## config.mk

```make
export PLATFORM = sky130hd
export DESIGN_NAME = led_mode_ctrl
export DESIGN_NICKNAME = d
export VERILOG_FILES = /design/src/rtl/led_mode_ctrl.sv
export SDC_FILE = /design/constraint.sdc
export NUM_CORES = 1
export LEC_CHECK = 0
export ABC_AREA = 1
export BUFFER_PORTS_ARGS = -buffer_cell sky130_fd_sc_hd__buf_2
export CAP_MARGIN = 20
export CORE_UTILIZATION = 49
export CTS_BUF_LIST = sky130_fd_sc_hd__clkbuf_8
export CTS_CLUSTER_SIZE = 14
export DETAILED_ROUTE_END_ITERATION = 7
export GPL_TIMING_DRIVEN = 1
export PLACE_DENSITY = 0.66
export SYNTH_ARGS = -nofsm -noshare
export SYNTH_HDL_FRONTEND = slang
export SYNTH_SLANG_ARGS = --single-unit
```

## constraint.sdc

```tcl
create_clock -name sys_clk -period 1.81 [get_ports sys_clk]
set_input_delay 0.2715 -clock sys_clk [delete_from_list [all_inputs] [get_ports sys_clk]]
set_output_delay 0.2715 -clock sys_clk [all_outputs]
set_load 0.01 [all_outputs]
```

## src/rtl/led_mode_ctrl.sv

```systemverilog
// Board LED mode sequencer. One shared 1 ms prescaler and one millisecond phase
// counter serve five display modes, and a debounced key pulse steps between them.
module led_mode_ctrl #(
    parameter logic [15:0] TICK_MAX = 16'd49_999,
    parameter logic [10:0] SLOW_MS  = 11'd500,
    parameter logic [10:0] FAST_MS  = 11'd100,
    parameter logic [2:0]  BURST_N  = 3'd3,
    parameter logic [10:0] PAUSE_MS = 11'd1000
) (
    input  logic       sys_clk,
    input  logic       sys_rst_n,
    input  logic       key_flag,
    input  logic       hold,
    output logic       led_out,
    output logic [2:0] mode,
    output logic       tick_ms
);

    typedef enum logic [2:0] {
        MODE_OFF   = 3'd0,
        MODE_ON    = 3'd1,
        MODE_SLOW  = 3'd2,
        MODE_FAST  = 3'd3,
        MODE_BURST = 3'd4
    } mode_e;

    typedef enum logic {
        PH_BLINK = 1'b0,
        PH_PAUSE = 1'b1
    } phase_e;

    mode_e       mode_q, mode_d, mode_next_s;
    phase_e      phase_q, phase_d;
    logic [15:0] pre_cnt_q, pre_cnt_d;
    logic [10:0] ms_cnt_q, ms_cnt_d;
    logic [2:0]  pulse_cnt_q, pulse_cnt_d;
    logic        led_q, led_d;
    logic        tick_s;
    logic [10:0] half_s;
    logic [2:0]  pulse_inc_s;

    assign tick_s      = (pre_cnt_q == TICK_MAX) && !hold;
    assign tick_ms     = tick_s;
    assign led_out     = led_q;
    assign mode        = mode_q;
    assign half_s      = (mode_q == MODE_SLOW) ? SLOW_MS : FAST_MS;
    assign pulse_inc_s = pulse_cnt_q + 3'd1;

    // Successor mode in the key-advance ring.
    always_comb begin
        case (mode_q)
            MODE_OFF:   mode_next_s = MODE_ON;
            MODE_ON:    mode_next_s = MODE_SLOW;
            MODE_SLOW:  mode_next_s = MODE_FAST;
            MODE_FAST:  mode_next_s = MODE_BURST;
            MODE_BURST: mode_next_s = MODE_OFF;
            default:    mode_next_s = MODE_OFF;
        endcase
    end

    // Next-state logic; a key press overrides any coincident tick, and hold freezes timing only.
    always_comb begin
        mode_d      = mode_q;
        phase_d     = phase_q;
        pre_cnt_d   = pre_cnt_q;
        ms_cnt_d    = ms_cnt_q;
        pulse_cnt_d = pulse_cnt_q;
        led_d       = led_q;
        if (key_flag) begin
            mode_d      = mode_next_s;
            phase_d     = PH_BLINK;
            pre_cnt_d   = 16'd0;
            ms_cnt_d    = 11'd0;
            pulse_cnt_d = 3'd0;
            led_d       = (mode_next_s != MODE_OFF);
        end else if (!hold) begin
            pre_cnt_d = tick_s ? 16'd0 : pre_cnt_q + 16'd1;
            if (tick_s) begin
                case (mode_q)
                    MODE_SLOW, MODE_FAST: begin
                        if (ms_cnt_q == half_s - 11'd1) begin
                            led_d    = ~led_q;
                            ms_cnt_d = 11'd0;
                        end else begin
                            ms_cnt_d = ms_cnt_q + 11'd1;
                        end
                    end
                    MODE_BURST: begin
                        if (phase_q == PH_BLINK) begin
                            if (ms_cnt_q == FAST_MS - 11'd1) begin
                                ms_cnt_d = 11'd0;
                                if (led_q) begin
                                    // Falling edge closes one on-pulse of the burst.
                                    led_d       = 1'b0;
                                    pulse_cnt_d = pulse_inc_s;
                                    phase_d     = (pulse_inc_s == BURST_N) ? PH_PAUSE : PH_BLINK;
                                end else begin
                                    led_d = 1'b1;
                                end
                            end else begin
                                ms_cnt_d = ms_cnt_q + 11'd1;
                            end
                        end else begin
                            if (ms_cnt_q == PAUSE_MS - 11'd1) begin
                                led_d       = 1'b1;
                                pulse_cnt_d = 3'd0;
                                ms_cnt_d    = 11'd0;
                                phase_d     = PH_BLINK;
                            end else begin
                                ms_cnt_d = ms_cnt_q + 11'd1;
                            end
                        end
                    end
                    default: ms_cnt_d = ms_cnt_q;
                endcase
            end else begin
                ms_cnt_d = ms_cnt_q;
            end
        end else begin
            pre_cnt_d = pre_cnt_q;
        end
    end

    // State registers with asynchronous active-low reset.
    always_ff @(posedge sys_clk or negedge sys_rst_n) begin
        if (!sys_rst_n) begin
            mode_q      <= MODE_OFF;
            phase_q     <= PH_BLINK;
            pre_cnt_q   <= 16'd0;
            ms_cnt_q    <= 11'd0;
            pulse_cnt_q <= 3'd0;
            led_q       <= 1'b0;
        end else begin
            mode_q      <= mode_d;
            phase_q     <= phase_d;
            pre_cnt_q   <= pre_cnt_d;
            ms_cnt_q    <= ms_cnt_d;
            pulse_cnt_q <= pulse_cnt_d;
            led_q       <= led_d;
        end
    end

endmodule

```

==> results.cfg, run 1 <==
[synthesis]
ys_seq_area_share_pct = 40.1
synth_cell_types = 30
ys_top_cells_by_area = dfrtp_1 40%, nand2_1 14%, nor2_1 7.9%, inv_1 6.5%, nand3_1 6.2%
yosysTopAreaCellShare_pct = 40.1
yosysMostFrequentCell = nand2_1
synthArstFlopShare_pct = 100
avgSynthCellArea_um2 = 7.07
synth-edff-count = 0
synth_cells = 309
syn-cell-area_um2 = 2180
synthTopCellsByCount = 80 x nand2_1, 46 x nor2_1, 38 x inv_1, 35 x dfrtp_1, 27 x nand3_1
synth-seq-cells = 35
synth_ff_type = dfrtp_1
syn_nets = 317
synth_top_area_cell = dfrtp_1
ys_warn_count = 0

[sta]
worst_pin_slew_ns = 0.444
report.final.slew_viol_count = 0
setup_violations = 0
hold_violations = 0
setup_tns_ns = 0
max_freq_ghz = 0.585
min_period_over_period_pct = 94.5
clock_skew_ns = 0.00502
max_slew_margin_pct = 70.4
rsz0062_at_grt = no
period_needed_ns = 1.71

[drt]
first_iter_violations = 141
route.detailed.wl_per_inst_um = 12.5
drcViolationCount = 0
via_per_inst = 5.28
ant_nets = 0
num_vias = 2007
firstDrtPassIters = 4
wirelength_um = 4740

[die]
die_height_um = 68.8
die_x_um = 68.8
dieArea_um2 = 4730
core-area_um2 = 4140
initial_core_util_pct = 52.7
ios = 9
std_cell_rows = 23

[final_layout]
num_antenna_cells = 0
drive_gt1_share_pct = 13.6
instances_no_fill = 380
fin_util_pct = 58.8
final_cell_area_um2 = 2440
area_growth_pct = 11.6
fin_nets = 337

[status]
outcome = finished, final reports clean

[clocking]
htree_levels = 2
insertion_delay_ns = 0.29
clock_path_buffers = 2
cts_tree = built
path_clk_slew_ns = 0.07
cts_root_buf = clkbuf_8
numCtsBuffers = 5
cts_sinks = 35

[grt]
antenna_found_initial = 0
grt_max_degree = 19
overflow = 0
grt_pass1_wl_um = 7970
grt_pass1_vias = 1802
grt_usage_pct = 23.0

[critical_path]
cp_top_family = flip-flops
max_stage_delay_ns = 0.38
cp_max_fo = 3
endpoint_kind = primary output
worstPathCellList = ha_2 > nand2_2 > inv_2 > nand2_2 > nor2_4 > nand2_4 > inv_2 > buf_2
critPathBufInv = 3
critPathRequiredTime_ns = 1.54
startpoint_type = register
crit_type = register to primary output
slowest_stage = dfrtp_1
cp.arrival_ns = 1.44

[job]
maxCapViolations = 0

[power]
p_leak_nw = 1.15
power_mw = 2.01
irDropWorstVdd_mv = 0.337
power.density_nw_per_um2 = 823

[placement]
hpwl_um = 3540
gp_congestion = 0.887
portBuffers = 8
place_inst = 369
place_area_um2 = 2320

[worst_hold_path]
worstHoldPathType = input pin to register
==> per-stage QoR <==
step | hold slack (ns) | setup slack [ns]
after global routing | 0.296 | 0.00551
after floorplan | -0.0241 | 0.305
after CTS | 0.286 | 0.0416
after global placement | 0.238 | 0.135
final | 0.290 | 0.0996
after detailed placement | 0.241 | 0.0788
==> flip-flops by register name, summed over array words and instances, names as in the netlist <==
| register | count |
|---|---|
| pre_cnt_q | 16 |
| mode | 3 |
| pulse_cnt_q | 3 |
| led_out | 1 |
| ms_cnt_q | 11 |
| phase_q | 1 |
==> power by group <==
part | switching [mW] | internal, mW
Clock | 0.284 | 0.259
Combinational | 0.309 | 0.179
Sequential | 0.103 | 0.873
Total | 0.696 | 1.31
==> logic make-up after synthesis <==
family                     Yosys count  share of synthesized area (%)
buffers and inverters               46                           8.48
DFF                                 35                           40.1
xor gates and xnor gates             7                           2.81
AOI/OAI and AO/OA                   33                           8.02
and+or+nand+nor                    183                           37.9
muxes                                1                          0.458
adders and majority gates            4                           2.29
==> final cells by class <==
type | count | area (µm²)
fillers | 404 | 1710
multi-input cells | 228 | 1140
flip-flops and latches | 35 | 877
inverters | 43 | 166
repair buffers | 16 | 115
clock buffers | 5 | 68.8
well taps | 50 | 62.6
clock inverters | 3 | 12.5
==> per-layer routing <==
layer	part of all wire [%]	routed length [µm]	global-route usage [%]	vias to the layer above
met5	0	0	0	-
met4	1.5	72	9.18	0
met3	4.5	215	5.26	6
met1	52	2470	32.6	928
li1	-	-	-	1026
met2	42	1980	33.6	47
==> repair_timing <==
item	CTS	global route
buffers inserted	0	2
setup endpoints to repair	0	13
gates resized for setup	0	9
hold endpoints to repair	17	0
hold buffers	1	0
==> cells in the final DEF, fill, tap and decap left out <==
cell,n
a21oi_2,1
ha_1,2
inv_2,6
or2_2,3
buf_2,8
nor2_4,1
nand2_2,2
inv_6,1
xnor2_1,3
o21ai_1,10
inv_1,38
nand2_8,2
buf_4,6
buf_12,1
a211oi_1,2
ha_2,2
nand3_1,26
dfrtp_2,1
nand2_1,79
clkinv_2,1
nand3_2,2
clkbuf_8,5
dfrtp_1,34
o22ai_1,1
dlygate4sd3_1,1
a21oi_1,8
nor4_1,1
mux2i_1,1
nand4_1,8
nor2_2,2
xor2_1,4
nor2_1,46
nor3_1,9
nor3b_1,1
nand2_4,1
o21ai_0,11
==> path summary, 6_finish.rpt <==
path | end | slack (ns) | startpoint | cells after the start
worst max-delay path | tick_ms | 0.1 | pre_cnt_q[0] | 8
worst min-delay path | mode[0] | 0.29 | key_flag | 2
worst max register to register | ms_cnt_q[10] | 0.11 | ms_cnt_q[0] | 7
worst min register to register | pre_cnt_q[0] | 0.51 | pre_cnt_q[0] | 1
max in group asynchronous | mode[1] | 0.90 | sys_rst_n | 3
min in group asynchronous | pre_cnt_q[11] | 0.46 | sys_rst_n | 2
Note: power is estimated with default switching activity, not from simulation.
==> run 2, diff against run 1 <==
--- a/config.mk
+++ b/config.mk
@@ -5,7 +5,6 @@
 export SDC_FILE = /design/constraint.sdc
 export NUM_CORES = 1
 export LEC_CHECK = 0
-export ABC_AREA = 1
 export BUFFER_PORTS_ARGS = -buffer_cell sky130_fd_sc_hd__buf_2
 export CAP_MARGIN = 20
 export CORE_UTILIZATION = 49
@@ -13,7 +12,7 @@
 export CTS_CLUSTER_SIZE = 14
 export DETAILED_ROUTE_END_ITERATION = 7
 export GPL_TIMING_DRIVEN = 1
-export PLACE_DENSITY = 0.66
+export PLACE_DENSITY = 0.73
 export SYNTH_ARGS = -nofsm -noshare
 export SYNTH_HDL_FRONTEND = slang
 export SYNTH_SLANG_ARGS = --single-unit
==> run 2 against run 1 <==
The flow now finishes with violations (setup timing). Synthesized cell count fell by 25%. Final cell count fell by 3.9%. Core utilization rose by 18 points. Synthesized area fell by 6.1%. Largest power group unchanged. Setup slack got worse by 0.40 ns. Sequential share of layout area fell by 7.2 points. Non-clock buffer count rose by 67.
==> results.cfg, run 2 <==
[status]
outcome = finished with violations
violations = setup timing

[placement]
place_inst = 335
gp_congestion = 0.932
portBuffers = 8
hpwl_um = 3710

[die]
dieArea_um2 = 4450
initial_core_util_pct = 51.3
ios = 9
die_height_um = 66.7
core-area_um2 = 4000
die_x_um = 66.7
std_cell_rows = 23

[synthesis]
synth_top_family_by_area = simple AND/OR/NAND/NOR gates
yosys.area_share.simple_pct = 32.0
syn_nets = 239
synth-seq-cells = 35
synth-edff-count = 0
synth_cells = 231
synthArstFlopShare_pct = 100
synth_fa_ha_area_share_pct = 2.44
synthTopCellsByCount = 35 x dfrtp_1, 29 x nand2_1, 29 x nor2_1, 16 x nand3_1, 13 x o21ai_0
ys_top_cells_by_area = dfrtp_1 43%, nand2_1 5.3%, nor2_1 5.3%, nand3_1 3.9%, o21ai_0 3.2%
avgSynthCellArea_um2 = 8.88
synth_ff_type = dfrtp_1
ys_seq_area_share_pct = 42.7
synthXorXnorAreaFrac_pct = 5.13
synthMuxAreaShare_pct = 2.07
synth_top_area_cell = dfrtp_1
yosysMostFrequentCell = dfrtp_1
synth-compound-area-share_pct = 13.4
yosysTopAreaCellShare_pct = 42.7
synth_cell_types = 44
ys_warn_count = 0
syn-cell-area_um2 = 2050

[drt]
drcViolationCount = 0
firstDrtPassIters = 4
via_per_inst = 6.03
ant_nets = 0
first_iter_violations = 250
num_vias = 2202
wirelength_um = 6760
route.detailed.wl_per_inst_um = 18.5

[sta]
hold_violations = 0
period_needed_ns = 2.11
max_slew_margin_pct = 53.2
report.final.slew_viol_count = 0
setup_violations = 19
max_freq_ghz = 0.473
layout_setup_ws_ns = -0.303
setup_tns_ns = -3.83
hold_slack_ns = 0.435
min_period_over_period_pct = 117
clock_skew_ns = 0.00690
worst_pin_slew_ns = 0.698
rsz0062_at_grt = yes

[clocking]
cts_tree = built
htree_levels = 2
path_clk_slew_ns = 0.07
numCtsBuffers = 5
clock_path_buffers = 2
cts_sinks = 35
cts_root_buf = clkbuf_8
insertion_delay_ns = 0.29

[final_layout]
most-common-layout-cells = 68 x buf_4, 32 x dfrtp_1, 26 x nand2_1
multi_input_area_um2 = 1360
top_register = pre_cnt_q
largest_reg_flops = 16
seq_area_um2 = 880
fillers = 236
top_regs = pre_cnt_q x16, ms_cnt_q x11
drive_gt1_share_pct = 43.2
layout_commonest_cell = buf_4
area_growth_pct = 49.0
num_antenna_cells = 0
instances_no_fill = 365
fin_nets = 322

[critical_path]
worstPathCellList = or4bb_1 > nor4_4 > buf_4 > a21oi_4 > or3_1 > a21oi_2 > a21o_1
endpoint_kind = register
startpoint_type = register
slowest_stage = or4bb_1
crit_type = register to register
critPathRequiredTime_ns = 2.04
max_stage_delay_ns = 0.55
cp.arrival_ns = 2.35
cp_max_fo = 7

[grt]
grt_pass1_wl_um = 9540
grt_max_degree = 19
grt_usage_pct = 29.2
antenna_found_initial = 0
grt_pass1_vias = 2067
overflow = 0

[power]
power.density_nw_per_um2 = 730
p_leak_nw = 1.34
irDropWorstVdd_mv = 0.633
power_mw = 2.23

[job]
maxCapViolations = 0

[worst_hold_path]
worstHoldPathType = input pin to register
-- run 2: per-layer routing --
metal	global-route usage [%]	part of all wire [%]	vias to the layer above
met5	0	0	-
met4	15.2	4.4	0
met3	5.82	6.2	36
met2	49.5	49	120
met1	34.5	40	1050
li1	-	-	996
-- run 2: logic make-up after synthesis --
family,count (synthesis)
mux,4
compound gates,39
simple gates,125
fa+ha+maj,4
buf+inv,12
xor+xnor,12
flops,35
-- run 2: timing repair --
| action | CTS | global route |
|---|---|---|
| pin swaps | 25 | 6 |
| resized for setup | 39 | 20 |
| hold endpoints to repair | 17 | 0 |
| hold buffers | 1 | 0 |
| setup buffers | 17 | 6 |
| gates cloned | 0 | 1 |
| setup endpoints to repair | 18 | 33 |
-- run 2: path summary, 6_finish.rpt --
path	start	to	slack [ns]	depth (start not counted)
max in group asynchronous	sys_rst_n	mode[1]	0.90	3
max	pre_cnt_q[4]	ms_cnt_q[3]	-0.30	7
min in group asynchronous	sys_rst_n	pre_cnt_q[2]	0.45	2
max reg2reg	pre_cnt_q[4]	ms_cnt_q[3]	-0.30	7
min reg2reg	pulse_cnt_q[1]	pulse_cnt_q[1]	0.58	2
min	hold	pre_cnt_q[0]	0.43	4
-- run 2: power by group --
part	total [mW]	switching [mW]	internal (mW)
Sequential	0.936	0.0833	0.853
Combinational	0.665	0.338	0.327
Clock	0.629	0.287	0.342
Total	2.23	0.708	1.52
-- run 2: cell type report --
| cell class | count | area share (%) |
|---|---|---|
| multi-input combinational | 184 | 44.4 |
| clock inverter | 1 | 0.123 |
| inverter | 5 | 0.614 |
| clock buffer | 7 | 3.15 |
| tap | 50 | 2.05 |
| sequential | 35 | 28.8 |
| timing repair buffer | 83 | 20.8 |
-- run 2: critical path: cells and delay by family, from the launching register on --
| family | cells | cell delay (ns) |
|---|---|---|
| buffers and inverters | 1 | 0.19 |
| AOI/OAI and AO/OA | 3 | 0.32 |
| and+or+nand+nor | 3 | 1.17 |
| DFF | 1 | 0.38 |
-- run 2: stage by stage --
stage / instance area [µm²] / setup WS [ns] / utilization (%)
floorplan: 2070 / -0.264 / -
global route: 3060 / -0.437 / 76.4
CTS: 2940 / -0.275 / 73.4
detailed placement: 2550 / -0.275 / 63.8
finish: 3060 / -0.303 / 76.4
global placement: 2550 / -0.215 / 63.8
==> run 3, diff against run 2 <==
--- a/config.mk
+++ b/config.mk
@@ -11,8 +11,9 @@
 export CTS_BUF_LIST = sky130_fd_sc_hd__clkbuf_8
 export CTS_CLUSTER_SIZE = 14
 export DETAILED_ROUTE_END_ITERATION = 7
-export GPL_TIMING_DRIVEN = 1
+export GPL_TIMING_DRIVEN = 0
 export PLACE_DENSITY = 0.73
+export RECOVER_POWER = 25
 export SYNTH_ARGS = -nofsm -noshare
 export SYNTH_HDL_FRONTEND = slang
 export SYNTH_SLANG_ARGS = --single-unit
==> run 3 against run 2 <==
The flow still finishes with violations (setup timing). Clock-buffer cell count is the same. Cell area shrank 12%. Setup slack got worse by 0.077 ns. First-iteration DRC count down 44%. Critical endpoint is now led_out. Largest cell class unchanged. Largest power group unchanged.
==> results.cfg, run 3 (synthesis gave the netlist of run 2 again) <==
[final_layout]
fin_nets = 274
top_regs = pre_cnt_q x16, ms_cnt_q x11
largest_reg_flops = 16
top_register = pre_cnt_q
most-common-layout-cells = 27 x dfrtp_1, 25 x nor2_1, 21 x nand2_1
drive_gt1_share_pct = 36.3
layout_commonest_cell = dfrtp_1
num_antenna_cells = 0
area_growth_pct = 30.4

[grt]
grt_usage_pct = 23.2
antenna_found_initial = 0
grt_pass1_vias = 1684
overflow = 0
grt_max_degree = 36
grt_pass1_wl_um = 7680

[placement]
portBuffers = 7
gp_congestion = 0.893
dp_slack_ns = -0.439
hpwl_um = 3010

[die]
initial_core_util_pct = 51.3
std_cell_rows = 23
ios = 9
dieArea_um2 = 4450
core-area_um2 = 4000
die_height_um = 66.7
die_x_um = 66.7

[clocking]
cts_root_buf = clkbuf_8
htree_levels = 2
cts_sinks = 35
clock_path_buffers = 2
numCtsBuffers = 5
path_clk_slew_ns = 0.07
insertion_delay_ns = 0.29
cts_tree = built

[sta]
max_slew_margin_pct = 42.0
min_period_over_period_pct = 121
setup_violations = 19
hold_violations = 0
period_needed_ns = 2.19
rsz0062_at_grt = yes
clock_skew_ns = 0.00950
layout_setup_ws_ns = -0.380
report.final.slew_viol_count = 0
max_freq_ghz = 0.457
worst_pin_slew_ns = 0.869

[critical_path]
cp.arrival_ns = 2.36
critPathRequiredTime_ns = 1.98
crit_type = register to register
startpoint_type = register
endpoint_kind = register
cp_max_fo = 7

[job]
maxCapViolations = 0

[power]
power.density_nw_per_um2 = 776
irDropWorstVdd_mv = 0.427
power_mw = 2.07
p_leak_nw = 1.08

[drt]
drcViolationCount = 0
route.detailed.wl_per_inst_um = 16.6
firstDrtPassIters = 4
wirelength_um = 5260
first_iter_violations = 139
num_vias = 1879
via_per_inst = 5.93
ant_nets = 0

[status]
outcome = finished with violations
violations = setup timing

[worst_hold_path]
worstHoldPathType = input pin to asynchronous set/reset pin
-- run 3: final timing paths --
| check | startpoint | end | slack [ns] | cells past startpoint |
|---|---|---|---|---|
| worst max register to register | pre_cnt_q[4] | led_out | -0.38 | 6 |
| worst min-delay path | sys_rst_n | pre_cnt_q[3] | 0.08 | 1 |
| worst max-delay path | pre_cnt_q[4] | led_out | -0.38 | 6 |
| min in group sys_clk | key_flag | ms_cnt_q[1] | 0.43 | 3 |
| worst min register to register | ms_cnt_q[6] | ms_cnt_q[6] | 0.56 | 2 |
| max in group asynchronous | sys_rst_n | ms_cnt_q[9] | 1.11 | 1 |
-- run 3: worst max-delay path, cell delays in order (launching register included) --
cell and delay (ns):
dfrtp_2 0.44, or4bb_1 0.55, nor4_4 0.40, buf_4 0.19
a21o_4 0.17, nand2_2 0.05, mux2_2 0.26
-- run 3: layout make-up --
class,instances,area [µm²]
plain buffers,6,42.5
clock inverters,1,3.75
multi-input cells,184,1360
repair buffers,29,208
well taps,50,62.6
clock buffers,7,96.3
inverters,5,18.8
fillers,317,1330
flip-flops and latches,35,886
-- run 3: power breakdown --
part	internal [mW]	leakage, nW	switching [mW]
Combinational	0.236	0.555	0.256
Clock	0.342	0.0557	0.278
Sequential	0.854	0.464	0.109
-- run 3: routing by layer --
metal	track usage, %	vias to the layer above	wire (µm)	part of all wire (%)
li1	-	898	-	-
met1	31.4	920	2400	46
met2	35.9	45	2550	48
met3	4.45	16	170	3.2
met4	9.57	0	141	2.7
met5	0	-	0	0
-- run 3: through the flow --
| stage | utilization, % | hold WS, ns | instance area (µm²) | std cells | setup TNS (ns) |
|---|---|---|---|---|---|
| final | 66.8 | 0.0831 | 2670 | 317 | -5.05 |
| after global routing | 66.8 | 0.174 | 2670 | 317 | -5.99 |
| after CTS | 61.6 | 0.0941 | 2460 | 311 | -3.29 |
| after detailed placement | 54.2 | 0.400 | 2170 | 288 | -6.89 |
| after global placement | 54.2 | 0.396 | 2170 | 288 | -6.18 |
| after floorplan | - | -0.0241 | 2070 | 231 | -2.60 |
-- run 3: repair_timing --
action,in CTS,in global routing
hold buffers,0,0
pin swaps,15,24
resized for setup,27,44
setup endpoints to repair,30,31
buffers inserted,16,7
